`src/rtl/package_settings.sv`:
```
`default_nettype none
// ============================================================================
// Module      : package_settings
// Description : Global front-end settings shared by the filter and the
//               blocks that consume its output.
// Revision    : 1.0 - initial release
// ============================================================================
package package_settings;

    // Magnitude bits of the shaping-filter output; one sign bit is added on top.
    localparam int SIZE_FILTER_DATA = 15;

endpackage
`default_nettype wire

```
`src/rtl/cusp_event_pkg.sv`:
```
`default_nettype none
// ============================================================================
// Module      : cusp_event_pkg
// Description : Types and default constants for the cusp event scheduler.
// Revision    : 1.0 - initial release
// ============================================================================
package cusp_event_pkg;

    localparam int c_data_w         = package_settings::SIZE_FILTER_DATA + 1;
    localparam int c_ts_w           = 32;
    localparam int c_peak_win_def   = 16;
    localparam int c_dead_time_def  = 32;
    localparam int c_settle_cyc_def = 24;
    localparam int c_drop_w_def     = 16;

    typedef enum logic [2:0] {
        ST_SETTLE = 3'd0,
        ST_IDLE   = 3'd1,
        ST_SEARCH = 3'd2,
        ST_REPORT = 3'd3,
        ST_DEAD   = 3'd4
    } cusp_state_t;

    // Record handed to the readout; sized by the package-level sample width.
    typedef struct packed {
        logic signed [c_data_w-1:0] amp;
        logic        [c_ts_w-1:0]   tstamp;
        logic                       pileup;
    } cusp_event_t;

endpackage
`default_nettype wire

```
`src/rtl/cusp_xing_det.sv`:
```
`default_nettype none
// ============================================================================
// Module      : cusp_xing_det
// Description : Rising threshold-crossing detector. Keeps the previous sample
//               and flags the cycle where the signal goes from <= threshold
//               to > threshold (signed compare, equality is not a crossing).
// Revision    : 1.0 - initial release
// ============================================================================
module cusp_xing_det #(
    parameter int DATA_W = 16
) (
    input  logic                     clk,
    input  logic                     reset,
    input  logic signed [DATA_W-1:0] filt_data,
    input  logic signed [DATA_W-1:0] threshold,
    output logic                     xing
);

    logic signed [DATA_W-1:0] r_prev;

    // Previous sample tracks the filter every cycle regardless of controller state.
    always_ff @(posedge clk or negedge reset) begin
        if (!reset) begin
            r_prev <= '0;
        end else begin
            r_prev <= filt_data;
        end
    end

    assign xing = (filt_data > threshold) && (r_prev <= threshold);

endmodule
`default_nettype wire

```
`src/rtl/cusp_event_ctrl.sv`:
```
`default_nettype none
// ============================================================================
// Module      : cusp_event_ctrl
// Description : Event scheduler after the cusp shaping filter. Waits for the
//               filter to settle, then on each rising crossing captures the
//               window peak and timestamp, flags pile-up, hands the record
//               out on valid/ready and enforces dead time. Crossings that
//               cannot be served are counted (saturating).
// Revision    : 1.0 - initial release
// ============================================================================
module cusp_event_ctrl
    import cusp_event_pkg::*;
#(
    parameter int DATA_W     = package_settings::SIZE_FILTER_DATA + 1,
    parameter int TS_W       = c_ts_w,
    parameter int PEAK_WIN   = c_peak_win_def,
    parameter int DEAD_TIME  = c_dead_time_def,
    parameter int SETTLE_CYC = c_settle_cyc_def,
    parameter int DROP_W     = c_drop_w_def
) (
    input  logic                     clk,
    input  logic                     reset,
    input  logic                     enable,
    input  logic signed [DATA_W-1:0] threshold,
    input  logic signed [DATA_W-1:0] filt_data,
    output logic                     event_valid,
    input  logic                     event_ready,
    output logic signed [DATA_W-1:0] event_amp,
    output logic [TS_W-1:0]          event_time,
    output logic                     event_pileup,
    output logic                     busy,
    output logic [DROP_W-1:0]        dropped_cnt
);

    cusp_state_t              r_state;
    cusp_state_t              w_state_next;
    logic                     w_xing;
    logic                     w_start;
    logic                     w_finish;
    logic                     w_hs;
    logic                     w_drop_evt;
    logic signed [DATA_W-1:0] w_peak_max;

    logic [TS_W-1:0]          r_ts;
    logic [31:0]              r_settle_cnt;
    logic [7:0]               r_win_cnt;
    logic [31:0]              r_dead_cnt;
    logic signed [DATA_W-1:0] r_peak;
    logic [TS_W-1:0]          r_time;
    logic                     r_pileup;
    cusp_event_t              r_rec;
    logic                     r_valid;
    logic                     r_busy;
    logic [DROP_W-1:0]        r_drop;

    cusp_xing_det #(
        .DATA_W    (DATA_W)
    ) u_xing_det (
        .clk       (clk),
        .reset     (reset),
        .filt_data (filt_data),
        .threshold (threshold),
        .xing      (w_xing)
    );

    assign w_peak_max = (filt_data > r_peak) ? filt_data : r_peak;

    // State register.
    always_ff @(posedge clk or negedge reset) begin
        if (!reset) begin
            r_state <= ST_SETTLE;
        end else begin
            r_state <= w_state_next;
        end
    end

    // Next-state decode and the per-edge control strobes for the datapath.
    always_comb begin
        w_state_next = r_state;
        w_start      = 1'b0;
        w_finish     = 1'b0;
        w_hs         = 1'b0;
        w_drop_evt   = 1'b0;
        case (r_state)
            ST_SETTLE: begin
                if (r_settle_cnt == 32'(SETTLE_CYC - 1)) begin
                    w_state_next = ST_IDLE;
                end
            end
            ST_IDLE: begin
                if (w_xing && enable) begin
                    w_start      = 1'b1;
                    w_state_next = ST_SEARCH;
                end
            end
            ST_SEARCH: begin
                // Losing enable mid-window discards the event silently.
                if (!enable) begin
                    w_state_next = ST_IDLE;
                end else if (r_win_cnt == 8'(PEAK_WIN - 1)) begin
                    w_finish     = 1'b1;
                    w_state_next = ST_REPORT;
                end
            end
            ST_REPORT: begin
                w_drop_evt = w_xing;
                if (r_valid && event_ready) begin
                    w_hs         = 1'b1;
                    w_state_next = (DEAD_TIME == 0) ? ST_IDLE : ST_DEAD;
                end
            end
            ST_DEAD: begin
                w_drop_evt = w_xing;
                if (r_dead_cnt == '0) begin
                    w_state_next = ST_IDLE;
                end
            end
            default: begin
                w_state_next = ST_SETTLE;
            end
        endcase
    end

    // Free-running timestamp and the settle / dead-time counters.
    always_ff @(posedge clk or negedge reset) begin
        if (!reset) begin
            r_ts         <= '0;
            r_settle_cnt <= '0;
            r_dead_cnt   <= '0;
        end else begin
            r_ts <= r_ts + 1'b1;
            if (r_state == ST_SETTLE) begin
                r_settle_cnt <= r_settle_cnt + 1'b1;
            end
            if (w_hs) begin
                r_dead_cnt <= 32'(DEAD_TIME - 1);
            end else if ((r_state == ST_DEAD) && (r_dead_cnt != '0)) begin
                r_dead_cnt <= r_dead_cnt - 1'b1;
            end
        end
    end

    // Peak search window: running max, crossing time, and pile-up flag.
    always_ff @(posedge clk or negedge reset) begin
        if (!reset) begin
            r_peak    <= '0;
            r_time    <= '0;
            r_win_cnt <= '0;
            r_pileup  <= 1'b0;
        end else if (w_start) begin
            r_peak    <= filt_data;
            r_time    <= r_ts;
            r_win_cnt <= 8'd1;
            r_pileup  <= 1'b0;
        end else if (r_state == ST_SEARCH) begin
            r_peak    <= w_peak_max;
            r_win_cnt <= r_win_cnt + 1'b1;
            if (w_xing) begin
                r_pileup <= 1'b1;
            end
        end
    end

    // Output record: loaded at window end, held until the handshake.
    always_ff @(posedge clk or negedge reset) begin
        if (!reset) begin
            r_rec   <= '0;
            r_valid <= 1'b0;
        end else if (w_finish) begin
            r_rec.amp    <= w_peak_max;
            r_rec.tstamp <= r_time;
            r_rec.pileup <= r_pileup | w_xing;
            r_valid      <= 1'b1;
        end else if (w_hs) begin
            r_valid <= 1'b0;
        end
    end

    // Saturating drop counter and registered busy (low during reset).
    always_ff @(posedge clk or negedge reset) begin
        if (!reset) begin
            r_drop <= '0;
            r_busy <= 1'b0;
        end else begin
            if (w_drop_evt && (r_drop != '1)) begin
                r_drop <= r_drop + 1'b1;
            end
            r_busy <= (w_state_next != ST_IDLE);
        end
    end

    assign event_valid  = r_valid;
    assign event_amp    = r_rec.amp;
    assign event_time   = r_rec.tstamp;
    assign event_pileup = r_rec.pileup;
    assign busy         = r_busy;
    assign dropped_cnt  = r_drop;

endmodule
`default_nettype wire

```
`config.mk`:
```
export PLATFORM = sky130hd
export DESIGN_NAME = cusp_event_ctrl
export DESIGN_NICKNAME = d
export VERILOG_FILES = /design/src/rtl/package_settings.sv /design/src/rtl/cusp_event_pkg.sv /design/src/rtl/cusp_xing_det.sv /design/src/rtl/cusp_event_ctrl.sv
export SDC_FILE = /design/constraint.sdc
export NUM_CORES = 1
export LEC_CHECK = 0
export ABC_AREA = 1
export ABC_CLOCK_PERIOD_IN_PS = 2200
export CAP_MARGIN = 20
export CORE_MARGIN = 10
export CORE_UTILIZATION = 42
export CTS_CLUSTER_DIAMETER = 80
export CTS_CLUSTER_SIZE = 25
export DETAILED_ROUTE_END_ITERATION = 10
export PLACE_DENSITY_LB_ADDON = 0.15
export SLEW_MARGIN = 20
export SYNTH_ARGS = -nofsm -noshare
export SYNTH_HDL_FRONTEND = slang
export SYNTH_SLANG_ARGS = --single-unit
```
`constraint.sdc`:
```
create_clock -name clk -period 2.2 [get_ports clk]
set_input_delay 0.44 -clock clk [delete_from_list [all_inputs] [get_ports clk]]
set_output_delay 0.44 -clock clk [all_outputs]
set_load 0.02 [all_outputs]
```
== Yosys cells after proc, flatten, opt, wreduce, memory -nomap -nowiden ==
Index checks and enable logic that the tools add are counted.

* Bits in registers: 239
* Input bits: 36
* Logic and storage cells: 73
* Output and inout port bits: 67

* Bitwise operators: 1
* Magnitude comparators: 3
* Eq/ne operators: 8
* Mux-type cells: 27
* Add/sub/neg operators: 5
* Reductions and logical operators: 14

{| class="wikitable"
|+ Operators with widths
! kind !! count
|-
| 32-bit by 1-bit adder with 32-bit output (second input constant) || 2
|-
| 32-bit 2-to-1 mux || 2
|-
| 16-bit 2-to-1 mux || 3
|-
| 32-bit by 5-bit equality test with 1-bit output (second input constant) || 1
|-
| 16-bit greater-than comparator || 2
|-
| 32-bit logical NOT || 1
|-
| 32-bit nonzero test || 1
|-
| 32-bit by 1-bit subtractor with 32-bit output (second input constant) || 1
|-
| 3-bit 2-to-1 mux || 6
|-
| 16-bit by 1-bit adder with 16-bit output (second input constant) || 1
|-
| 16-bit less-or-equal comparator || 1
|-
| 8-bit 2-to-1 mux || 2
|-
| 16-bit inequality test (second input constant) || 1
|-
| 3-bit one-hot mux with 5 select lines || 1
|-
| 1-bit 2-to-1 mux || 13
|-
| 8-bit by 1-bit adder with 8-bit output (second input constant) || 1
|-
| 8-bit by 4-bit equality test with 1-bit output (second input constant) || 1
|-
| 2-bit nonzero test || 4
|-
| 3-bit by 2-bit equality test with 1-bit output (second input constant) || 2
|-
| 1-bit logical AND || 5
|-
| 3-bit by 1-bit equality test with 1-bit output (second input constant) || 1
|-
| 3-bit equality test (second input constant) || 1
|-
| 3-bit logical NOT || 1
|-
| 3-bit by 1-bit inequality test with 1-bit output (second input constant) || 1
|-
| other kinds (3) || 3
|}

== Longest topological paths before layout ==
* Depth after elaboration: 7
* Depth in mapped cells: 19
* Depth with buffers taken out: 18

== Hierarchy ==
From an unflattened synthesis, not the netlist that was laid out.

* Cell total of the unflattened synthesis: 1,448
* Area total of the unflattened synthesis: 12,315.6 sq um

{| class="wikitable"
|+ Modules (own cells, without submodules)
! module !! cells an instance !! instances !! sequential area each (sq um) !! area an instance (sq um)
|-
| cusp_event_ctrl || 1,294 || 1 || 5,580.4 || 11,038.1
|-
| cusp_xing_det || 154 || 1 || 400.4 || 1,277.5
|}

== Worst setup path before layout ==
OpenSTA, ideal clock, no wires.

* Kind: input port to flip-flop
* Start point: input threshold[15]
* End point: register r_time[5]
* Data arrival time: 1,994 ps
* Setup slack: 87 ps
* Required time: 2,081 ps
* Stages on the path: 14
* Cell sequence: inv_1 -> ha_1 -> nand2_2 -> nor2_4 -> nand2_2 -> inv_1 -> nand2_1 -> nand3_1 -> nand2_1 -> nand2_1 -> nor2_1 -> nand4_2 -> buf_2 -> o21a_1

* Longest elaborated chain between the ends: 5

{| class="wikitable"
|+ Ends and longest elaborated chain
! element !! RTL line !! text
|-
| from (decl) || cusp_event_ctrl.sv:24 || <nowiki>input logic signed [DATA_W-1:0] threshold,</nowiki>
|-
| 16-bit greater-than comparator / 16-bit less-or-equal comparator (equally long branches) || cusp_xing_det.sv:30 || <nowiki>assign xing = (filt_data > threshold) && (r_prev <= threshold);</nowiki>
|-
| 1-bit logical AND (*) || cusp_xing_det.sv:30 ||
|-
| 1-bit logical AND (*) || cusp_event_ctrl.sv:91 || <nowiki>if (w_xing && enable) begin</nowiki>
|-
| 1-bit 2-to-1 mux (*) || cusp_event_ctrl.sv:91 ||
|-
| 1-bit 2-to-1 mux (*) || cusp_event_ctrl.sv:84 || <nowiki>case (r_state)</nowiki>
|-
| to (signal assigned) || cusp_event_ctrl.sv:152 || <nowiki>r_time <= r_ts;</nowiki>
|-
| to (decl) || cusp_event_ctrl.sv:49 || <nowiki>logic [TS_W-1:0] r_time;</nowiki>
|}

Mark *: on every way between the ends. The rest lies on a longest branch, timed or not.
A chain may end at the register's enable or synchronous reset.

== Worst setup path in the final report ==
* Start point: register u_xing_det.r_prev[3]
* End point: register r_peak[8]

* Longest elaborated chain between the ends: 6

{| class="wikitable"
|+ Ends and longest elaborated chain
! element !! RTL line !! text
|-
| from (decl) || cusp_xing_det.sv:19 || <nowiki>logic signed [DATA_W-1:0] r_prev;</nowiki>
|-
| from (signal assigned) || cusp_xing_det.sv:26 || <nowiki>r_prev <= filt_data;</nowiki>
|-
| 16-bit less-or-equal comparator (*) || cusp_xing_det.sv:30 ||
|-
| 1-bit logical AND (*) || cusp_xing_det.sv:30 ||
|-
| 1-bit logical AND (*) || cusp_event_ctrl.sv:91 ||
|-
| 1-bit 2-to-1 mux (*) || cusp_event_ctrl.sv:91 ||
|-
| 1-bit 2-to-1 mux (*) || cusp_event_ctrl.sv:84 ||
|-
| 16-bit 2-to-1 mux / 2-bit nonzero test (equally long branches) || -- ||
|-
| to (signal assigned) || cusp_event_ctrl.sv:151 || <nowiki>r_peak <= filt_data;</nowiki>
|-
| to (signal assigned) || cusp_event_ctrl.sv:156 || <nowiki>r_peak <= w_peak_max;</nowiki>
|-
| to (decl) || cusp_event_ctrl.sv:48 || <nowiki>logic signed [DATA_W-1:0] r_peak;</nowiki>
|}

Marked as above.

==> out/results.ini <==
[hold_path]
hold_start=filt_data[0]
hold_class=in -> reg
worstHoldPathCells=2
hold-path-endpoint=u_xing_det.r_prev[0]

[setup_path]
slowest_stage=dfrtp_1
r2r-start=u_xing_det.r_prev[3]
reg2reg_depth=16
r2r_slack_ps=60
required_ps=2580
critPathLaunchType=register
r2r_end=r_peak[8]
cp.arrival_ps=2520
cpMostUsedCell=nand2_4
critPathCaptureType=register
crit_chain=ha_4 -> nand2_4 -> inv_2 -> nand2_1 -> nand2_1 -> nand2_1 -> nand2_2 -> nand2_4 -> nand2_4 -> nand2_2 -> nand2_4 -> nand4_4 -> buf_16 -> buf_16 -> nand3_2 -> nand3_2
cpPeakStageDelay_ps=410
criticalPathCategory=reg -> reg
critPathMaxFanout=8

[global_routing]
grt-ovfl-total=0
grt_pass1_vias=10100
grt_max_degree=61
grt_pass1_wl_um=50700
grt_usage_pct=16.3
antenna_found_initial=0

[yosys]
synth.largest_area_cell=dfrtp_1
syn_nets=1577
synth_top_area_share_pct=47.8
syn_area_um2=12500
yosys_warnings=0
yosysSeqAreaShare_pct=47.8
synthTopCellsByArea=dfrtp_1 48%, nand2_1 10%, inv_1 6.5%
ys_async_sr_fraction_pct=100
ys.flop_type=dfrtp_1
postSynthAreaPerCell_um2=8.41
synthTopCellsByCount=346 x nand2_1, 239 x dfrtp_1, 217 x inv_1, 101 x nor2_1, 83 x nand3_1
synthCells=1488
synth-seq-cells=239
synth_most_common_cell=nand2_1
ys_types=47
synth_edf_count=0

[clocking]
ctsLongestPathBuffers=3
cts_root_buffer=clkbuf_16
cts_htree_levels=1
clk_pin_slew_ps=90
clk-insertion-delay-late_ps=500
cts_sinks=239
cts_tree=built
cts_buffers=15

[floorplan]
core_area_um2=29500
num_rows=63
start_util_pct=42.4
dieArea_um2=37100
die_height_um=193
die_w_um=193
ioPinCount=103

[routing]
postRouteAntennaNets=0
wl_per_cell_um=15.3
avgViaCountPerCell=4.99
drtIter0Drc=696
first_pass_iters=4
drt_wl_total_um=31600
vias=10300
drc=0

[layout]
area.growth.synth_to_final_pct=29.9
final_util_pct=55.1
final_net_count=1761
layout-drive-gt1-share_pct=20.0
fin_area_um2=16200
antenna_cells=0

[sta]
final_max_slew_viol_count=0
rsz0062_at_grt=yes
timing.fmax_mhz=467
period_minus_slack_ps=2140
setup_viol=0
worst_pin_slew_ps=528
clock_skew_ps=28.1
hold_viol=0
setup_tns_ps=0
slew_headroom_pct=64.5
min_period_over_period_pct=97.4
whs_ps=230

[power]
p_leak_nw=7.84
power_mw=12.2
peakVddDrop_v=0.000662
power.density_nw_per_um2=753

[place]
place_area_um2=14500
dpl.hpwl_um=21600
port_buffers=102
place_congestion=0.853

[run_status]
status=completed

[run]
cap_violations=0

-- worst max path at each step --
stage | from | end | slack (ps)
CTS | filt_data[11] | r_time[23] | 3
detailed placement | threshold[11] | busy | -680
floorplan | threshold[15] | r_time[5] | 90
finish | u_xing_det.r_prev[3] | r_peak[8] | 60
global placement | threshold[11] | busy | -640
global route | u_xing_det.r_prev[3] | r_peak[14] | -50
-- layer usage --
layer,vias to the layer above,global-route usage [%],routed length (um)
li1,5151,-,-
met4,0,3.91,635
met1,4953,22.8,14900
met5,-,0,0
met3,40,1.90,1200
met2,170,26.5,14800
-- final cells by class --
| class | instances | area [um^2] |
|---|---|---|
| multi-input combinational | 991 | 6280 |
| clock buffer | 15 | 375 |
| fill | 2754 | 13200 |
| timing repair buffer | 201 | 2170 |
| sequential | 239 | 5980 |
| clock inverter | 6 | 70.1 |
| timing repair inverter | 3 | 43.8 |
| inverter | 221 | 842 |
| tap | 390 | 488 |
-- critical path, delay by kind of cell, from the launching register on --
| family | cells | cell delay (ps) |
|---|---|---|
| buffers and inverters | 3 | 420 |
| adder cells (fa/ha/maj) | 1 | 290 |
| flip-flops | 1 | 410 |
| AND/OR/NAND/NOR | 12 | 910 |
-- kinds of logic (layout without fill, tap and decap cells) --
kind of cell / after synthesis / after routing / synth area share, %
AOI/OAI and AO/OA: 154 / 154 / 6.86
and+or+nand+nor: 709 / 709 / 26.5
xor gates and xnor gates: 75 / 75 / 5.25
DFF: 239 / 239 / 47.8
buffers and inverters: 258 / 446 / 8.25
adders and majority gates: 53 / 53 / 5.30
-- layout by cell type, fill, tap and decap left out, types with 13 or more instances in the layout --
cell type        synthesis  final
buf_4                    2     68
o21ai_2                  9     19
clkdlybuf4s50_1          0     69
nand4_1                 52     52
nand3_1                 83     54
dfrtp_1                239    239
inv_1                  217    191
dlygate4sd2_1            0     25
clkbuf_16                0     19
ha_1                    53     27
nor2_1                 101     95
nand2_2                 20     38
a21oi_1                 41     31
nand3_2                 11     34
inv_2                    3     29
nor4_1                  13     13
nor3_1                  45     44
xor2_1                  64     64
o21ai_1                 33     39
nand2_1                346    319
ha_4                     0     25
o21ai_0                 49     33
nor2_4                  10     14
-- registers in the layout, summed over array words and instances (netlist names) --
| register | count |
|---|---|
| event_time | 32 |
| u_xing_det.r_prev | 16 |
| r_ts | 32 |
| r_time | 32 |
| r_peak | 16 |
| dropped_cnt | 16 |
| event_pileup | 1 |
| busy | 1 |
| r_state | 3 |
| event_amp | 16 |
| r_settle_cnt | 32 |
| event_valid | 1 |
| r_win_cnt | 8 |
| r_pileup | 1 |
| r_dead_cnt | 32 |
-- per-stage QoR --
| stage | setup slack (ps) | std cells |
|---|---|---|
| after floorplan | 87.2 | 1488 |
| after global placement | -638 | 2012 |
| after detailed placement | -680 | 2012 |
| after CTS | 2.69 | 2048 |
| after global routing | -45.7 | 2066 |
| final | 56.6 | 2066 |
-- power by group --
| part | internal (mW) | leakage (nW) | total (mW) | switching [mW] |
|---|---|---|---|---|
| sequential | 4.84 | 3.12 | 5.20 | 0.362 |
| combinational | 1.75 | 4.51 | 4.12 | 2.37 |
| clock | 1.31 | 0.219 | 2.91 | 1.60 |
| total | 7.90 | 7.84 | 12.2 | 4.33 |
-- repair_timing --
item                                    4_1_cts  5_1_grt
cloned                                        9        8
hold buffers                                  1        0
endpoints found under the setup margin       83      100
buffers inserted                              5       11
pin swaps                                    29       43
gates resized for setup                      91      148
endpoints found under the hold margin        26        0
Power figures use the tool's default switching activity.
